`config.mk`:
```
export PLATFORM = sky130hd
export DESIGN_NAME = decoder_e_md
export DESIGN_NICKNAME = d
export VERILOG_FILES = /design/src/rtl/decoder_e_md.sv
export SDC_FILE = /design/constraint.sdc
export NUM_CORES = 1
export LEC_CHECK = 0
export CAP_MARGIN = 10
export CORE_ASPECT_RATIO = 2
export CORE_UTILIZATION = 47
export DETAILED_ROUTE_END_ITERATION = 16
export PLACE_DENSITY = 0.84
export SETUP_SLACK_MARGIN = 0.15
export SYNTH_ARGS = -nofsm -noshare
export SYNTH_HDL_FRONTEND = slang
export SYNTH_SLANG_ARGS = --single-unit
```
`constraint.sdc`:
```
create_clock -name clk_i -period 2.7 [get_ports clk_i]
set_clock_uncertainty 0.2 [all_clocks]
set_input_delay 0.54 -clock clk_i [delete_from_list [all_inputs] [get_ports clk_i]]
set_output_delay 0.54 -clock clk_i [all_outputs]
set_load 0.02 [all_outputs]
```
`src/rtl/decoder_e_md.sv`:
```
// EX-stage control: D/E instruction register, registered ALU decode and a multiply/divide
// issue sequencer with hi/lo hazard stall toward D. Optional md_cancel input via MD_CANCEL_EN.
module decoder_e_md #(
  parameter int unsigned OP_W        = 5,
  parameter int unsigned MULT_CYCLES = 5,
  parameter int unsigned DIV_CYCLES  = 10,
  parameter int unsigned CNT_W       = 4
) (
  input  logic              clk_i,
  input  logic              rst_ni,
`ifdef MD_CANCEL_EN
  input  logic              md_cancel_i,
`endif
  input  logic [31:0]       instr_d_i,
  input  logic              bubble_e_i,
  output logic              alu_src_o,
  output logic [1:0]        reg_dst_o,
  output logic [OP_W-1:0]   operator_o,
  output logic [31:0]       instr_e_o,
  output logic              md_start_o,
  output logic [1:0]        md_op_o,
  output logic              md_busy_o,
  output logic              md_done_o,
  output logic              hi_we_o,
  output logic              lo_we_o,
  output logic              stall_d_o
);

  localparam logic [CNT_W-1:0] MultLoad = CNT_W'(MULT_CYCLES - 1);
  localparam logic [CNT_W-1:0] DivLoad  = CNT_W'(DIV_CYCLES - 1);

  typedef enum logic [0:0] {StIdle, StBusy} md_state_e;

  md_state_e        state_q, state_d;
  logic [CNT_W-1:0] cnt_q, cnt_d;
  logic             start_q, start_d;
  logic [1:0]       md_op_q, md_op_d;
  logic             done_q, done_d;

  logic [31:0]      instr_e_q;
  logic             alu_src_q, hi_we_q, lo_we_q;
  logic [1:0]       reg_dst_q;
  logic [4:0]       op_q;

  logic [4:0]       op_dec;
  logic [1:0]       reg_dst_dec;
  logic             alu_src_dec, md_class_dec, muldiv_dec, hi_dec, lo_dec;
  logic             load_bubble, issue, cancel, busy;

`ifdef MD_CANCEL_EN
  assign cancel = md_cancel_i;
`else
  assign cancel = 1'b0;
`endif

  // Decode of the instruction in D; registered into E below.
  always_comb begin
    op_dec       = 5'd0;
    reg_dst_dec  = 2'b00;
    alu_src_dec  = 1'b0;
    md_class_dec = 1'b0;
    muldiv_dec   = 1'b0;
    hi_dec       = 1'b0;
    lo_dec       = 1'b0;
    case (instr_d_i[31:26])
      6'h00: begin
        case (instr_d_i[5:0])
          6'h00: begin op_dec = 5'd7;  reg_dst_dec = 2'b10; end
          6'h02: begin op_dec = 5'd9;  reg_dst_dec = 2'b10; end
          6'h03: begin op_dec = 5'd11; reg_dst_dec = 2'b10; end
          6'h04: begin op_dec = 5'd8;  reg_dst_dec = 2'b10; end
          6'h06: begin op_dec = 5'd10; reg_dst_dec = 2'b10; end
          6'h07: begin op_dec = 5'd12; reg_dst_dec = 2'b10; end
          6'h09: reg_dst_dec = 2'b10;
          6'h0A: begin op_dec = 5'd15; reg_dst_dec = 2'b10; end
          6'h10: begin op_dec = 5'd18; reg_dst_dec = 2'b10; md_class_dec = 1'b1; end
          6'h11: begin hi_dec = 1'b1; md_class_dec = 1'b1; end
          6'h12: begin op_dec = 5'd19; reg_dst_dec = 2'b10; md_class_dec = 1'b1; end
          6'h13: begin lo_dec = 1'b1; md_class_dec = 1'b1; end
          6'h18, 6'h19, 6'h1A, 6'h1B: begin muldiv_dec = 1'b1; md_class_dec = 1'b1; end
          6'h20, 6'h21: begin op_dec = 5'd5;  reg_dst_dec = 2'b10; end
          6'h22, 6'h23: begin op_dec = 5'd6;  reg_dst_dec = 2'b10; end
          6'h24: begin op_dec = 5'd1;  reg_dst_dec = 2'b10; end
          6'h25: begin op_dec = 5'd2;  reg_dst_dec = 2'b10; end
          6'h26: begin op_dec = 5'd3;  reg_dst_dec = 2'b10; end
          6'h27: begin op_dec = 5'd4;  reg_dst_dec = 2'b10; end
          6'h2A: begin op_dec = 5'd13; reg_dst_dec = 2'b10; end
          6'h2B: begin op_dec = 5'd14; reg_dst_dec = 2'b10; end
          default: ;
        endcase
      end
      // bltzal / bgezal link into $31
      6'h01: if (instr_d_i[20:17] == 4'b1000) reg_dst_dec = 2'b11;
      6'h03: reg_dst_dec = 2'b11;
      6'h08, 6'h09: begin op_dec = 5'd5;  reg_dst_dec = 2'b01; alu_src_dec = 1'b1; end
      6'h0A: begin op_dec = 5'd13; reg_dst_dec = 2'b01; alu_src_dec = 1'b1; end
      6'h0B: begin op_dec = 5'd14; reg_dst_dec = 2'b01; alu_src_dec = 1'b1; end
      6'h0C: begin op_dec = 5'd1;  reg_dst_dec = 2'b01; alu_src_dec = 1'b1; end
      6'h0D: begin op_dec = 5'd2;  reg_dst_dec = 2'b01; alu_src_dec = 1'b1; end
      6'h0E: begin op_dec = 5'd3;  reg_dst_dec = 2'b01; alu_src_dec = 1'b1; end
      // SPECIAL3 BSHFL: sa selects seb (0x10) or seh (0x18)
      6'h1F: begin
        if (instr_d_i[5:0] == 6'h20 && instr_d_i[10:6] == 5'h10) begin
          op_dec = 5'd17; reg_dst_dec = 2'b10;
        end else if (instr_d_i[5:0] == 6'h20 && instr_d_i[10:6] == 5'h18) begin
          op_dec = 5'd16; reg_dst_dec = 2'b10;
        end
      end
      6'h20, 6'h21, 6'h22, 6'h23, 6'h24, 6'h25, 6'h26: begin
        op_dec = 5'd5; reg_dst_dec = 2'b01; alu_src_dec = 1'b1;
      end
      6'h28, 6'h29, 6'h2A, 6'h2B, 6'h2E: begin op_dec = 5'd5; alu_src_dec = 1'b1; end
      default: ;
    endcase
  end

  // FSM outputs
  always_comb begin
    busy       = (state_q == StBusy) && !start_q;
    md_busy_o  = busy;
    md_start_o = start_q;
    md_done_o  = done_q;
    md_op_o    = md_op_q;
    stall_d_o  = (start_q | busy) & md_class_dec;
  end

  assign load_bubble = bubble_e_i | stall_d_o;
  assign issue       = !load_bubble && muldiv_dec && (state_q == StIdle);

  // FSM next state; the counter holds during the start cycle so busy lasts the full count.
  always_comb begin
    state_d = state_q;
    cnt_d   = cnt_q;
    done_d  = 1'b0;
    start_d = issue;
    md_op_d = issue ? instr_d_i[1:0] : 2'b00;
    case (state_q)
      StIdle: begin
        if (issue) begin
          state_d = StBusy;
          cnt_d   = instr_d_i[1] ? DivLoad : MultLoad;
        end
      end
      StBusy: begin
        if (cancel) begin
          state_d = StIdle;
          cnt_d   = '0;
        end else if (start_q) begin
          cnt_d = cnt_q;
        end else if (cnt_q == '0) begin
          state_d = StIdle;
          done_d  = 1'b1;
        end else begin
          cnt_d = cnt_q - 1'b1;
        end
      end
      default: state_d = StIdle;
    endcase
  end

  always_ff @(posedge clk_i) begin
    if (!rst_ni) begin
      state_q <= StIdle;
      cnt_q   <= '0;
      start_q <= 1'b0;
      md_op_q <= 2'b00;
      done_q  <= 1'b0;
    end else begin
      state_q <= state_d;
      cnt_q   <= cnt_d;
      start_q <= start_d;
      md_op_q <= md_op_d;
      done_q  <= done_d;
    end
  end

  always_ff @(posedge clk_i) begin
    if (!rst_ni) begin
      instr_e_q <= '0;
      alu_src_q <= 1'b0;
      reg_dst_q <= 2'b00;
      op_q      <= 5'd0;
      hi_we_q   <= 1'b0;
      lo_we_q   <= 1'b0;
    end else if (load_bubble) begin
      instr_e_q <= '0;
      alu_src_q <= 1'b0;
      reg_dst_q <= 2'b00;
      op_q      <= 5'd0;
      hi_we_q   <= 1'b0;
      lo_we_q   <= 1'b0;
    end else begin
      instr_e_q <= instr_d_i;
      alu_src_q <= alu_src_dec;
      reg_dst_q <= reg_dst_dec;
      op_q      <= op_dec;
      hi_we_q   <= hi_dec;
      lo_we_q   <= lo_dec;
    end
  end

  assign instr_e_o  = instr_e_q;
  assign alu_src_o  = alu_src_q;
  assign reg_dst_o  = reg_dst_q;
  assign operator_o = OP_W'(op_q);
  assign hi_we_o    = hi_we_q;
  assign lo_we_o    = lo_we_q;

endmodule
```
== After elaboration in Yosys (flattened, before gate mapping) ==
Cells that the tools add are included.

* Flip-flop bits (word level): 51
* Input port bits: 35
* Output and inout bits: 48
* Word-level logic and storage cells: 120

* Add/subtract/negate cells: 1
* Eq/ne operators: 53
* Mux-type cells: 26
* Bitwise operators: 6
* Reduce and logical (&&, ||, !) cells: 23

{| class="wikitable"
|+ Operators with widths
! kind !! number
|-
| 6-bit == test (second input constant) || 22
|-
| 5-bit case mux with 17 select lines || 1
|-
| 6-bit by 4-bit == test with 1-bit output (second input constant) || 9
|-
| 6-bit by 5-bit == test with 1-bit output (second input constant) || 9
|-
| 5-bit case mux with 8 select lines || 1
|-
| 14-bit OR reduction || 2
|-
| 20-bit OR reduction || 1
|-
| 19-bit OR reduction || 1
|-
| 6-bit by 2-bit == test with 1-bit output (second input constant) || 3
|-
| 6-bit by 3-bit == test with 1-bit output (second input constant) || 3
|-
| 4-bit two-way mux || 4
|-
| 6-bit logical NOT || 2
|-
| 1-bit two-way mux || 11
|-
| 5-bit == test (second input constant) || 2
|-
| 5-bit two-way mux || 2
|-
| 2-bit case mux with 5 select lines || 1
|-
| 2-bit two-way mux || 4
|-
| 4-bit case mux with 2 select lines || 1
|-
| 8-bit OR reduction || 1
|-
| 6-bit by 1-bit == test with 1-bit output (second input constant) || 1
|-
| 2-bit != test (second input constant) || 3
|-
| 2-bit OR reduction || 3
|-
| 3-bit OR reduction || 2
|-
| 1-bit logical AND || 5
|-
| 11 further kinds || 15
|}

== Longest topological paths before layout ==
* Depth in word-level cells: 11
* Mapped depth: 7
* Gate-level depth less buffers: 7

== Worst setup path before layout ==
No wires, ideal clock.

* Path type: in2out
* Start point: in instr_d_i[27]
* End point: out stall_d_o
* Data arrival time: 1.343 ns
* Data required time: 1.960 ns
* Setup slack: 0.617 ns
* Stages on the path: 3
* Buffers on the path: 0
* Cells stage by stage: nor4_4 > nand4_2 > nor2_1

* Cells in the longest elaborated chain, start to end: 3

{| class="wikitable"
|+ RTL lines
! item !! RTL line !! RTL
|-
| from (decl) || 14 || <nowiki>input logic [31:0] instr_d_i,</nowiki>
|-
| 6-bit logical NOT || 65 || <nowiki>case (instr_d_i[31:26])</nowiki>
|-
| 1-bit two-way mux || 65 ||
|-
| 1-bit bitwise AND || 124 || <nowiki>stall_d_o = (start_q | busy) & md_class_dec;</nowiki>
|-
| to (decl) || 26 || <nowiki>output logic stall_d_o</nowiki>
|}

Every way passes these cells.

== Worst setup path in the final report ==
* Start point: in instr_d_i[29]
* End point: out stall_d_o

The elaborated chain is that of the path after synthesis.

==> metrics.cfg <==
[route]
routed_wl_mm=5.97
drt_iter0_markers=56
avgRoutedWirePerCell_um=14.7
vias=2189
ant_nets=0
vias_per_cell=5.39
drc=0
detail_route.first_pass.iterations=4

[yosys]
synthTopCellsByArea=dfxtp_1 45%, and2_1 8.5%, nor2_1 3.6%, a21oi_1 3.1%, nand2b_1 2.7%
yosysMostFrequentCell=dfxtp_1
netlist_instances=257
synth_area_um2=2290
synth.net_count=293
synth_edf_count=0
synth_seq_cells=51
synthTopCellsByCount=51 x dfxtp_1, 31 x and2_1, 22 x nor2_1
synthArstFlopShare=0
ys_seq_area_frac=0.446
netlist.area_leader.share=0.446
yosysWarnings=0
avgSynthCellArea_um2=8.91
synth_area_leader_cell=dfxtp_1
synth_cell_types=54
synth_flop_cell=dfxtp_1

[placement]
dpl_worst_slack_ps=-353
dp_hpwl_mm=4.66
globalplace.congestion=0.914
numPortBuffers=82

[worst_setup_path]
crit_chain=clkdlybuf4s50_1 > nor4_4 > nand4_2 > nor2_2 > buf_4
max_stage_delay_ps=460
r2r_slack_ps=680
path_delay_family=buffers and inverters
endpoint=stall_d_o
crit_start=instr_d_i[29]
cpMaxStageDelayCell=clkdlybuf4s50_1
crit_cells=5
crit_required_ps=1960
r2r_cells=7
end_kind=output pin
crit_arrival_ps=1720
worstPathMaxFanout=2
reg2reg_from=cnt_q[0]
path_class=input port to output pin
crit_buf_inv=2
r2r_end=cnt_q[0]
crit_path_start_kind=input port

[timing]
slew_headroom=0.689
setup_viol=0
tightest_slew_ps=454
fin_ws_ps=240
hold_violations=0
fmax_mhz=407
rsz0062_at_grt=no
post-route-min-period_ps=2460
period_share=0.911
slew_violations=0

[grt]
grt_use_total=0.245
grt_pass1_wl_mm=9.56
antenna_found_initial=0
overflow=0
grt_pass1_vias=2134
grt_max_degree=26

[job]
cap_violations=0

[power]
powerDensity_nw_per_um2=453
totalPowerFinal_uw=1510
p_leak_uw=0.00132
peakVddDrop_mv=0.420

[worst_hold_path]
hold_path.class=register to register

[floorplanning]
ios=83
rows=35
dieArea_um2=5170
core_area_um2=4640
die_x_um=51.4
start_util=0.493
dieHeight_um=101

[cts]
clock_sinks=51
clockBufferDepth=2
cts_buffers=5
cts_tree=yes
clkTransAtPathRegs_ps=80
root_buffer=clkbuf_8
htree_num_levels=2
clk_latency_ps=300

[final_layout]
syn_to_final_growth_pct=46.1
layout.nets=386
layout-drive-gt1-share=0.131
n_antenna_cell=0

[outcome]
status=completed

-- layout by cell type (no fill, tap or decap), types with 4 or more instances in the layout --
master	n
nor2b_1	7
nor2_1	21
nand2b_1	10
a31o_2	4
clkbuf_8	7
and2_1	31
a21oi_1	14
nand2_1	13
clkdlybuf4s50_1	79
o21ai_0	12
nand3_1	8
buf_4	23
inv_1	10
dfxtp_1	51
-- registers in the layout, summed over array words and instances, names as in the netlist --
name,count
md_start_o,1
reg_dst_o,2
operator_o,5
alu_src_o,1
instr_e_o,32
state_q,1
cnt_q,4
md_op_o,2
hi_we_o,1
md_done_o,1
lo_we_o,1
-- through the flow --
stage	cells	instance area, um2	hold WS (ps)	util	setup TNS [ps]
2_1_floorplan	257	2290	250	-	0
3_3_place_gp	395	3220	264	0.693	-330
3_5_place_dp	395	3220	275	0.693	-354
4_1_cts	404	3330	289	0.716	0
5_1_grt	406	3350	307	0.721	0
6_report	406	3350	288	0.721	0
-- report_power, final --
part           total [uW]  switching [uW]  internal, uW
logic                 267             129           138
clock network         471             238           233
registers             777            4.91           772
total                1510             372          1140
-- worst min path at each step --
stage,slack (ps),depth (start not counted),start,end
6_report,290,2,cnt_q[3],cnt_q[3]
3_5_place_dp,280,2,cnt_q[3],cnt_q[3]
3_3_place_gp,260,2,cnt_q[3],cnt_q[3]
4_1_cts,290,2,cnt_q[3],cnt_q[3]
2_1_floorplan,250,2,cnt_q[1],cnt_q[1]
5_1_grt,310,2,cnt_q[3],cnt_q[3]
-- logic make-up (layout without fill, tap and decap cells) --
group	count (synthesis)	in the layout	share of synthesized area
AND/OR/NAND/NOR	120	120	0.313
AO/OA/AOI/OAI	55	55	0.165
flip-flops	51	51	0.446
buffers and inverters	28	122	0.0617
adder cells (fa/ha/maj)	1	1	0.00546
XOR/XNOR	1	1	0.00383
multiplexers	1	1	0.00492
-- worst reg2reg max path: stages (launching register included) --
cell,delay (ps)
dfxtp_1,340
inv_1,60
ha_1,170
nor3b_1,380
nor2b_1,110
o21ba_2,340
nor2_1,70
o221a_2,260
-- timing repair --
action / CTS / global route
hold buffers: 0 / 0
endpoints found under the hold margin: 0 / 0
pin swaps: 1 / 3
setup buffers: 1 / 2
endpoints found under the setup margin: 1 / 1
gates resized for setup: 6 / 2
-- cell type report --
type | count | area, um2
Tap cell | 55 | 68.8
Clock inverter | 1 | 7.51
Fill cell | 369 | 1300
Sequential cell | 51 | 1020
Inverter | 10 | 37.5
Clock buffer | 7 | 96.3
Multi-Input combinational cell | 178 | 1130
Timing Repair Buffer | 104 | 985
-- per-layer routing --
| metal | wire (um) | track usage | share of wire |
|---|---|---|---|
| met5 | 0 | 0 | 0 |
| met4 | 175 | 0.119 | 0.029 |
| met3 | 231 | 0.0317 | 0.039 |
| met2 | 3440 | 0.486 | 0.58 |
| met1 | 2130 | 0.232 | 0.36 |
No activity file was read; power rests on OpenSTA's default activity.
